<file path="src/rtl/fifo_reader.sv">
// Pops a burst of words from an upstream FIFO into a 2-entry skid buffer and streams them out with a last tag.
// Latency: one cycle from pop to out_valid when the buffer is empty; pops pause while the buffer is full.
module fifo_reader (
  input  logic        clock,
  input  logic        reset_n,
  input  logic        start,
  input  logic [3:0]  burst_len,
  input  logic        fifo_empty,
  input  logic [31:0] fifo_data,
  output logic        fifo_rd,
  output logic        out_valid,
  input  logic        out_ready,
  output logic [31:0] out_data,
  output logic        out_last,
  output logic        busy,
  output logic        done,
  output logic [4:0]  word_count,
  output logic [31:0] checksum
);

  typedef enum logic [1:0] {
    ST_IDLE  = 2'd0,
    ST_DRAIN = 2'd1,
    ST_FLUSH = 2'd2,
    ST_DONE  = 2'd3
  } state_t;

  state_t      state;
  logic [4:0]  remaining;
  logic [1:0]  occ;
  logic [1:0]  occ_next;
  logic        head;
  logic        tail;
  logic [31:0] ent_data [2];
  logic        ent_last [2];
  logic        retire;

  // Pop decision uses only registered occupancy, so it never waits on out_ready.
  assign fifo_rd   = (state == ST_DRAIN) && !fifo_empty && (remaining != 5'd0) && (occ != 2'd2);
  assign out_valid = (occ != 2'd0);
  assign out_data  = out_valid ? ent_data[head] : 32'd0;
  assign out_last  = out_valid & ent_last[head];
  assign retire    = out_valid & out_ready;
  assign tail      = head ^ occ[0];

  always_comb begin
    occ_next = occ + {1'b0, fifo_rd} - {1'b0, retire};
  end

  always_ff @(posedge clock) begin
    if (!reset_n) begin
      state       <= ST_IDLE;
      remaining   <= 5'd0;
      occ         <= 2'd0;
      head        <= 1'b0;
      ent_data[0] <= 32'd0;
      ent_data[1] <= 32'd0;
      ent_last[0] <= 1'b0;
      ent_last[1] <= 1'b0;
      word_count  <= 5'd0;
      checksum    <= 32'd0;
      busy        <= 1'b0;
      done        <= 1'b0;
    end else begin
      occ <= occ_next;
      if (retire) begin
        head <= ~head;
      end
      if (fifo_rd) begin
        ent_data[tail] <= fifo_data;
        ent_last[tail] <= (remaining == 5'd1);
        remaining      <= remaining - 5'd1;
        word_count     <= word_count + 5'd1;
        checksum       <= checksum + fifo_data;
      end
      case (state)
        ST_IDLE: begin
          if (start) begin
            remaining  <= (burst_len == 4'd0) ? 5'd16 : {1'b0, burst_len};
            word_count <= 5'd0;
            checksum   <= 32'd0;
            state      <= ST_DRAIN;
            busy       <= 1'b1;
          end
        end
        ST_DRAIN: begin
          if (fifo_rd && (remaining == 5'd1)) begin
            state <= ST_FLUSH;
          end
        end
        ST_FLUSH: begin
          // Leave as soon as the final retire empties the buffer.
          if (occ_next == 2'd0) begin
            state <= ST_DONE;
            done  <= 1'b1;
          end
        end
        default: begin
          state <= ST_IDLE;
          done  <= 1'b0;
          busy  <= 1'b0;
        end
      endcase
    end
  end

endmodule

</file>
<file path="config.mk">
export PLATFORM = sky130hd
export DESIGN_NAME = fifo_reader
export DESIGN_NICKNAME = d
export VERILOG_FILES = /design/src/rtl/fifo_reader.sv
export SDC_FILE = /design/constraint.sdc
export NUM_CORES = 1
export LEC_CHECK = 0
export CORE_AREA = 5 5 117 119
export CTS_CLUSTER_SIZE = 24
export DETAILED_ROUTE_END_ITERATION = 6
export DIE_AREA = 0 0 122 124
export PLACE_DENSITY_LB_ADDON = 0.08
export SYNTH_ARGS = -nofsm -noshare
export SYNTH_HDL_FRONTEND = slang
export SYNTH_SLANG_ARGS = --single-unit
export TNS_END_PERCENT = 30
</file>
<file path="constraint.sdc">
create_clock -name clock -period 8.7 [get_ports clock]
set_clock_uncertainty 0.2 [all_clocks]
set_input_delay 1.305 -clock clock [delete_from_list [all_inputs] [get_ports clock]]
set_output_delay 1.305 -clock clock [all_outputs]
set_load 0.02 [all_outputs]
</file>
==> metrics.yaml, run 1 <==
synth:
  syn-num-nets: 804
  synth.cell_area_mm2: 0.00676
  yosysWarnings: 0
  ys_seq_area_share_pct: 43.8
  syn_area_per_cell_um2: 9.37
  ys_types: 58
  synth_edf_count: 64
  synth-async-reset-ratio_pct: 0
  synth_cells: 722
  synth_seq_cells: 116
  ys.flop_type: "edfxtp_1"
floorplan:
  initial_utilization_pct: 54.3
  core_area_mm2: 0.0125
  num_rows: 41
  die_area_mm2: 0.0151
  io_pins: 115
  die_h_um: 124
  die_w_um: 122
clock_tree:
  numCtsBuffers: 17
  clock_path_buffers: 2
  clk_pin_slew_ns: 0.05
  cts_resized: 0
  cts_hold_buf: 0
  root_buffer: "clkbuf_16"
  numClockSinks: 116
  cts_htree_levels: 4
  worstSkewPairLatency_ns: 0.42
  postCtsSetupBuffers: 0
  tritoncts: "done"
routing:
  first_pass_iters: 5
  remaining_drc_errors: 0
  antenna_left: 0
  wire_per_inst_um: 17.6
  dr.first_iter.drc_count: 485
  postRouteWirelength_um: 17700
  vias_per_cell: 5.67
  vias: 5717
grt:
  grt_util_all_layers_pct: 24.3
  antenna_found_initial: 0
  grt_start_max_net_pins: 35
  grt_pass1_wl_um: 28600
  gr-total-overflow: 0
  grt_pass1_vias: 5668
sta:
  hold_viol_final: 0
  fmax_mhz: 197
  slew_headroom_pct: 23.3
  worstMarginPinSlew_ns: 1.15
  rsz0062_at_grt: "false"
  final_max_slew_viol_count: 0
  fin_crit_ns: 5.08
  period_share_pct: 58.4
  whs_ns: 0.271
  finalSetupTns_ns: 0
  setup_viol: 0
run:
  drv_cap: 0
cells_and_area:
  stdcell_area_mm2: 0.00863
  syn2layout_area_growth_pct: 27.7
  fin_nets: 905
  instances_no_fill: 1008
  drive_gt1_share_pct: 5.14
  antenna_cells: 0
placed_design:
  gp_congestion: 0.913
  hpwl_um: 12400
  place_area_mm2: 0.00801
  dp.cells: 976
  numPortBuffers: 114
worst_hold_path:
  min_path_type: "reg -> reg"
  hold_depth: 2
power_and_ir_drop:
  p_total_w: 0.00221
  power.density_mw_per_mm2: 256
  power.leakage_nw: 3.40
  peakVddDrop_mv: 0.186
setup_path:
  cp.arrival_ns: 3.57
  reg2reg_depth: 7
  critical_path_required_ns: 7.19
  cp-start-kind: "input pin"
  crit_fanout: 30
  worst-setup-path-type: "in -> out"
  endpoint_kind: "output pin"
outcome:
  outcome: "finished, final reports clean"
-- cells by family (layout without fill, tap and decap cells) --
group                    after synthesis  after routing  synth area share, %
buffers and inverters                 54            168                 3.26
adder cells (fa/ha/maj)               41             41                 7.70
flip-flops                           116            116                 43.8
AND/OR/NAND/NOR                      278            278                 20.2
XOR/XNOR                              35             35                 4.53
multiplexers                          35             35                 5.20
AO/OA/AOI/OAI                        163            163                 15.3
-- metrics by stage --
step | setup slack [ns] | util (%)
after floorplan | 3.59 | -
after global placement | 3.64 | 64.3
after detailed placement | 3.62 | 64.3
after CTS | 3.63 | 69.3
after global routing | 3.51 | 69.3
final | 3.62 | 69.3
-- layout by cell type (no fill, tap or decap), types with 6 or more instances in the layout --
cell	count
nor2_1	61
clkbuf_16	17
mux2i_1	34
nand3_1	17
dfxtp_1	51
nand2b_1	7
xor2_1	22
inv_1	17
nand2_1	81
o21ai_0	35
ha_1	40
a21oi_1	55
and2_1	71
edfxtp_1	64
nand4_1	13
a21o_1	16
xnor2_1	13
a31oi_1	9
nor3_1	6
clkdlybuf4s50_1	114
-- worst paths after layout --
path	from	slack, ns	to
max	fifo_empty	3.62	fifo_rd
min	checksum[27]	0.27	checksum[27]
max reg2reg	remaining[0]	5.23	ent_data[0][21]
min reg2reg	checksum[27]	0.27	checksum[27]
-- power by group --
group,internal (W),leakage [nW],switching (W)
clock network,0.000503,0.304,0.000239
logic,0.000311,2.01,0.000426
registers,0.000659,1.09,0.0000704
-- layer usage --
metal / wire length, µm / global-route usage (%) / share of wire [%]
met5: 0 / 0 / 0
met4: 297 / 8.40 / 1.7
met3: 1140 / 5.63 / 6.5
met2: 8270 / 39.4 / 47
met1: 7980 / 32.2 / 45
-- synthesized netlist by cell type, types with 2 or more instances --
master	count	area, µm²
clkbuf_1	30	113
nor2b_1	3	18.8
and2_1	71	444
inv_1	17	63.8
and3_1	2	12.5
xor2_1	22	193
a221o_1	3	30.0
nand2_1	81	304
dfxtp_1	52	1040
o21ai_1	5	25.0
nor4_1	3	18.8
edfxtp_1	64	1920
o2111ai_1	2	17.5
ha_1	40	500
o31ai_1	3	22.5
nand2b_1	7	43.8
o21ai_0	37	185
a21oi_1	55	275
a211o_1	3	26.3
a211oi_1	3	22.5
a31oi_1	9	56.3
o21bai_1	2	15.0
o21a_1	5	37.5
clkbuf_2	2	10.0
buf_2	3	15.0
nor3_1	6	30.0
nand4_1	13	81.3
or3_1	2	12.5
or4_1	4	30.0
o211ai_1	4	30.0
xnor2_1	13	114
nand3_1	17	85.1
nor2_1	62	233
nor3b_1	2	15.0
a21o_1	16	120
mux2i_1	34	340
o211a_1	4	40.0
-- sequential cells by signal (all words and copies together) (netlist names), named ones only --
name        count
occ             2
ent_last        2
done            1
state           2
head            1
word_count      5
remaining       5
ent_data       64
busy            1
checksum       32
-- layout make-up --
class / count / area (µm²)
repair buffers: 119 / 1180
clock buffers: 20 / 437
multi-input cells: 552 / 3590
fillers: 987 / 3830
well taps: 172 / 215
flip-flops and latches: 116 / 2960
inverters: 17 / 63.8
clock inverters: 12 / 185
-- critical path: stages --
cell,delay [ns]
clkdlybuf4s50_1,0.39
nand2b_1,0.14
a221o_1,0.28
inv_1,0.70
clkdlybuf4s50_1,0.76
Power figures use the tool's default switching activity.
==> run 2, diff against run 1 <==
- CORE_AREA: 5 5 117 119 -> 5 5 124 126
- DIE_AREA: 0 0 122 124 -> 0 0 129 131
- clock period: 8.7 -> 4.3 ns (I/O delays scaled with it)
==> run 2 against run 1 <==
  * Register-to-register slack lost 3.9 ns
  * Setup slack lost 2.6 ns
  * Highest routed layer unchanged
  * Global-route usage decreased by 2.7 points
  * First-iteration DRC count decreased by 25%
==> metrics.yaml, run 2 (same netlist as run 1, synthesis figures left out) <==
routing:
  remaining_drc_errors: 0  # unchanged
  wire_per_inst_um: 17.5  # -0.55%
  vias_per_cell: 5.54  # -2.4%
  vias: 5690  # -0.47%
  postRouteWirelength_um: 17900  # +1.4%
  dr.first_iter.drc_count: 366  # -25%
  antenna_left: 0  # unchanged
  first_pass_iters: 5  # unchanged
sta:
  worstMarginPinSlew_ns: 0.678  # -0.471 ns
  setup_viol: 0  # unchanged
  slew_headroom_pct: 54.8  # +31 points
  rsz0062_at_grt: "false"
  finalSetupTns_ns: 0  # unchanged
  period_share_pct: 75.6
  hold_viol_final: 0  # unchanged
  fmax_mhz: 307
  fin_crit_ns: 3.25
  final_max_slew_viol_count: 0  # unchanged
placed_design:
  hpwl_um: 12900  # +4.1%
  gp_congestion: 0.945  # +3.6%
  numPortBuffers: 114  # unchanged
  dp.cells: 996  # +2.0%
  place_area_mm2: 0.00809  # +0.94%
clock_tree:
  tritoncts: "done"
  numCtsBuffers: 17  # unchanged
  cts_htree_levels: 4  # unchanged
  postCtsSetupBuffers: 0  # unchanged
  clock_path_buffers: 2  # unchanged
  root_buffer: "clkbuf_16"
  worstSkewPairLatency_ns: 0.41  # about the same
  numClockSinks: 116  # unchanged
  cts_hold_buf: 0  # unchanged
  clk_pin_slew_ns: 0.06  # about the same
  cts_resized: 0  # unchanged
power_and_ir_drop:
  power.leakage_nw: 3.41  # +0.33%
  peakVddDrop_mv: 0.382  # +110%
  power.density_mw_per_mm2: 498  # +95%
cells_and_area:
  fin_nets: 913  # +0.88%
  largest_reg_flops: 64  # unchanged
  final_common_cell: "clkdlybuf4s50_1"
  top_register: "ent_data"
  antenna_cells: 0  # unchanged
  top_regs: "ent_data: 64 flops, checksum: 32 flops"
  fill_cells: 1230  # +25%
  final_cell_mix: "clkdlybuf4s50_1, nand2_1, and2_1"
  drive_gt1_share_pct: 6.28  # +1.1 points
  instances_no_fill: 1028  # +2.0%
  syn2layout_area_growth_pct: 27.9
  stdcell_area_mm2: 0.00865  # +0.16%
setup_path:
  cp-start-kind: "register"
  cpMaxStageDelayCell: "dfxtp_2"
  crit_buf_inv: 2  # -1
  slowest_delay_ns: 0.75  # about the same
  cp.arrival_ns: 2.41  # -1.16 ns
  worst-setup-path-type: "reg -> out"
  endpoint_kind: "output pin"
  cp_top_family: "buffers and inverters"
  cp_cell_sequence: "buf_4 > mux2i_1 > nor2_1 > clkdlybuf4s50_1"
  crit_fanout: 20  # -33%
  critical_path_required_ns: 3.45  # -3.74 ns
run:
  drv_cap: 0  # unchanged
floorplan:
  core_area_mm2: 0.0142  # +14%
  die_area_mm2: 0.0169  # +12%
  die_h_um: 131  # +5.6%
  die_w_um: 129  # +5.7%
  io_pins: 115  # unchanged
  initial_utilization_pct: 47.6  # -6.6 points
  num_rows: 44  # +7.3%
outcome:
  outcome: "finished, final reports clean"
grt:
  grt_util_all_layers_pct: 21.6  # -2.7 points
  gr-total-overflow: 0  # unchanged
  grt_start_max_net_pins: 35  # unchanged
  grt_pass1_vias: 5531  # -2.4%
  antenna_found_initial: 0  # unchanged
  grt_pass1_wl_um: 28500  # -0.17%
worst_hold_path:
  min_path_type: "reg -> reg"
[run 2: cell types whose count changed in the layout (fill, tap and decap cells not counted)]
cell / previous run / this run
buf_4: 5 / 13
clkinvlp_4: 0 / 2
clkbuf_1: 3 / 4
clkbuf_16: 17 / 19
clkbuf_8: 0 / 2
clkinv_4: 1 / 0
bufinv_16: 5 / 0
clkinv_1: 3 / 0
inv_4: 0 / 2
[run 2: power breakdown]
part	switching (W)	leakage, nW	internal (W)
sequential	0.000120	1.09	0.00133
combinational	0.000893	2.05	0.000646
clock	0.000483	0.274	0.000832
[run 2: worst reg2reg max path, delay by kind of cell (launching register included)]
kind,cells,cell delay [ns]
AO/OA/AOI/OAI,2,0.31
XOR/XNOR,2,0.31
adder cells (fa/ha/maj),2,0.46
buffers and inverters,3,0.48
flip-flops,1,0.36
AND/OR/NAND/NOR,5,0.76
[run 2: final cells by class]
class | instances | area, µm² | area share (%)
clock buffer | 25 | 518 | 5.99
sequential | 116 | 2960 | 34.3
timing repair buffer | 127 | 1240 | 14.3
clock inverter | 7 | 42.5 | 0.492
multi-input combinational | 552 | 3590 | 41.5
tap | 184 | 230 | 2.66
inverter | 17 | 63.8 | 0.738
[run 2: per-layer routing]
layer,vias up,GRT usage (%),wire length (µm)
met5,-,0,0
met4,0,6.42,323
met3,27,5.49,1160
met2,202,34.9,8210
met1,2662,28.9,8250
li1,2799,-,-
[run 2: final timing paths]
kind / to / start / slack, ns / cells after the start
worst max-delay path: out_data[28] / register / 1.05 / 4
worst min-delay path: checksum[27] / checksum[27] / 0.27 / 2
worst max register to register: state[1] / occ[0] / 1.33 / 14
worst min register to register: checksum[27] / checksum[27] / 0.27 / 2
[run 2: per-stage QoR]
stage          total power (W)  hold WS (ns)  util [%]  setup WS, ns
2_1_floorplan          0.00244         0.244         -        -0.149
3_3_place_gp           0.00299         0.260      56.9         0.727
3_5_place_dp           0.00302         0.267      56.9         0.676
4_1_cts                0.00434         0.276      60.9         0.998
5_1_grt                0.00456         0.296      60.9         0.916
6_report               0.00431         0.274      60.9          1.05
==> RTL edit, RTL diff (flow settings as in run 2) <==
Re-encode `state_t` (4 states) as Gray code, 2 bits wide.
--- a/src/rtl/fifo_reader.sv
+++ b/src/rtl/fifo_reader.sv
@@ -20,8 +20,8 @@
 
   typedef enum logic [1:0] {
-    ST_IDLE  = 2'd0,
-    ST_DRAIN = 2'd1,
-    ST_FLUSH = 2'd2,
-    ST_DONE  = 2'd3
+    ST_IDLE  = 2'b00,
+    ST_DRAIN = 2'b01,
+    ST_FLUSH = 2'b11,
+    ST_DONE  = 2'b10
   } state_t;
 
Formal check against the unedited RTL: no difference found for any inputs over 4 cycles, from zero or initial values and one cycle with reset_n low; so few cycles prove little.
==> RTL edit against run 2 <==
  * Critical endpoint is now fifo_rd
  * Fmax shrank 7.9%
  * Final cell count shrank 4.7%
  * Clock power grew 3%
  * Sequential power shrank 6%
  * Sequential cell count is the same
  * Setup slack lost 0.28 ns
  * Power shrank 12%
  * Area after synthesis shrank 4.3%
  * Count of clock-buffer cells in the layout shrank 7
  * Wire length shrank 4.3%
  * Sequential share of layout area grew 0.94 points
  * Synthesized cell count shrank 7.5%
  * Cell area shrank 2.7%
==> RTL edit: results (changes against run 2) <==
[outcome]
status = completed

[final_layout]
multi_input_cells = 511  ; -7.4%
multiInputGateArea_sq_mm = 0.00336  ; -6.4%
instances_no_fill = 980  ; -4.7%
nClkBuffers = 18  ; -28%
clk_share = 0.0673  ; +0.00252
fin_nets = 862  ; -5.6%
fin_util = 0.593  ; -0.0162
nFillCells = 1237  ; +0.57%

[sta]
slew_headroom = 0.438  ; -0.110
fin_ws_ns = 0.767  ; -0.280 ns
hold_slack_ns = 0.274  ; -0.000674 ns

[worst_setup_path]
cp-endpoint = fifo_rd
cp_slowest_stage_delay_ns = 0.70  ; -0.05 ns
r2r_start = checksum[0]
rr_worst_depth = 10  ; -4
cp_slowest_cell = clkdlybuf4s50_1
r2r_end = checksum[30]
r2r_slack_ns = 1.21  ; -0.12 ns
cp_max_fo = 23  ; +15%
worstPathArrival_ns = 2.69  ; +0.28 ns

[grt]
use_met2 = 0.318  ; -0.0317
grt_max_degree = 33  ; -5.7%
grt_pass1_wl_um = 27200  ; -4.6%
grt_pass1_vias = 5219  ; -5.6%
grt_util_met1 = 0.293  ; +0.00370

[synthesis]
synth_common_cells = 76 x nand2_1, 69 x and2_1, 64 x edfxtp_1
ys_seq_area_frac = 0.458  ; +0.0199
synth_area_leaders = edfxtp_1 30%, dfxtp_1 16%, ha_1 7.2%, and2_1 6.7%, mux2i_1 5.4%
yosysUniqueCellTypes = 52  ; -10%
synth-xor-area-share = 0.0542  ; +0.00883
synth_mux_area_frac = 0.0542  ; +0.00217
synth-compound-area-share = 0.145  ; -0.00794
syn_avg_cell_area_sq_um = 9.68  ; +3.4%
synthAdderAreaFrac = 0.0747  ; -0.00230

[place]
gp_congestion = 0.943  ; -0.28%
placed_cell_area_sq_mm = 0.00785  ; -2.9%
place_ws_ns = 0.455  ; -0.220 ns

[detailed_routing]
vias = 5313  ; -6.6%

[power_and_ir_drop]
p_leak_nw = 3.32  ; -2.6%
switching_share = 0.314  ; -0.0335

[worst_hold_path]
hp-start = checksum[24]
hold_end = checksum[24]

-- RTL edit: worst min-delay path, cell delays in order, from the launching register on --
cell     delay (ns)
dfxtp_1        0.32
nand2_1        0.05
o21ai_1        0.05
-- RTL edit: metal layers --
metal / part of all wire / vias up
met2: 0.45 / 143
met1: 0.47 / 2540
met3: 0.059 / 30
met4: 0.020 / 0
li1: - / 2600
met5: 0 / -
-- RTL edit: cells by family after synthesis --
kind of cell,Yosys count
xor+xnor,40
buf+inv,41
mux,35
flops,116
fa+ha+maj,38
simple gates,251
compound gates,147
-- RTL edit: power by group through the flow --
stage               Combinational [mW]  Sequential [mW]  Clock (mW)
floorplan                        0.664             1.36           0
global placement                  1.07             1.38           0
detailed placement                1.08             1.38           0
CTS                               1.09             1.36        1.37
global route                      1.17             1.37        1.43
finish                            1.07             1.36        1.35
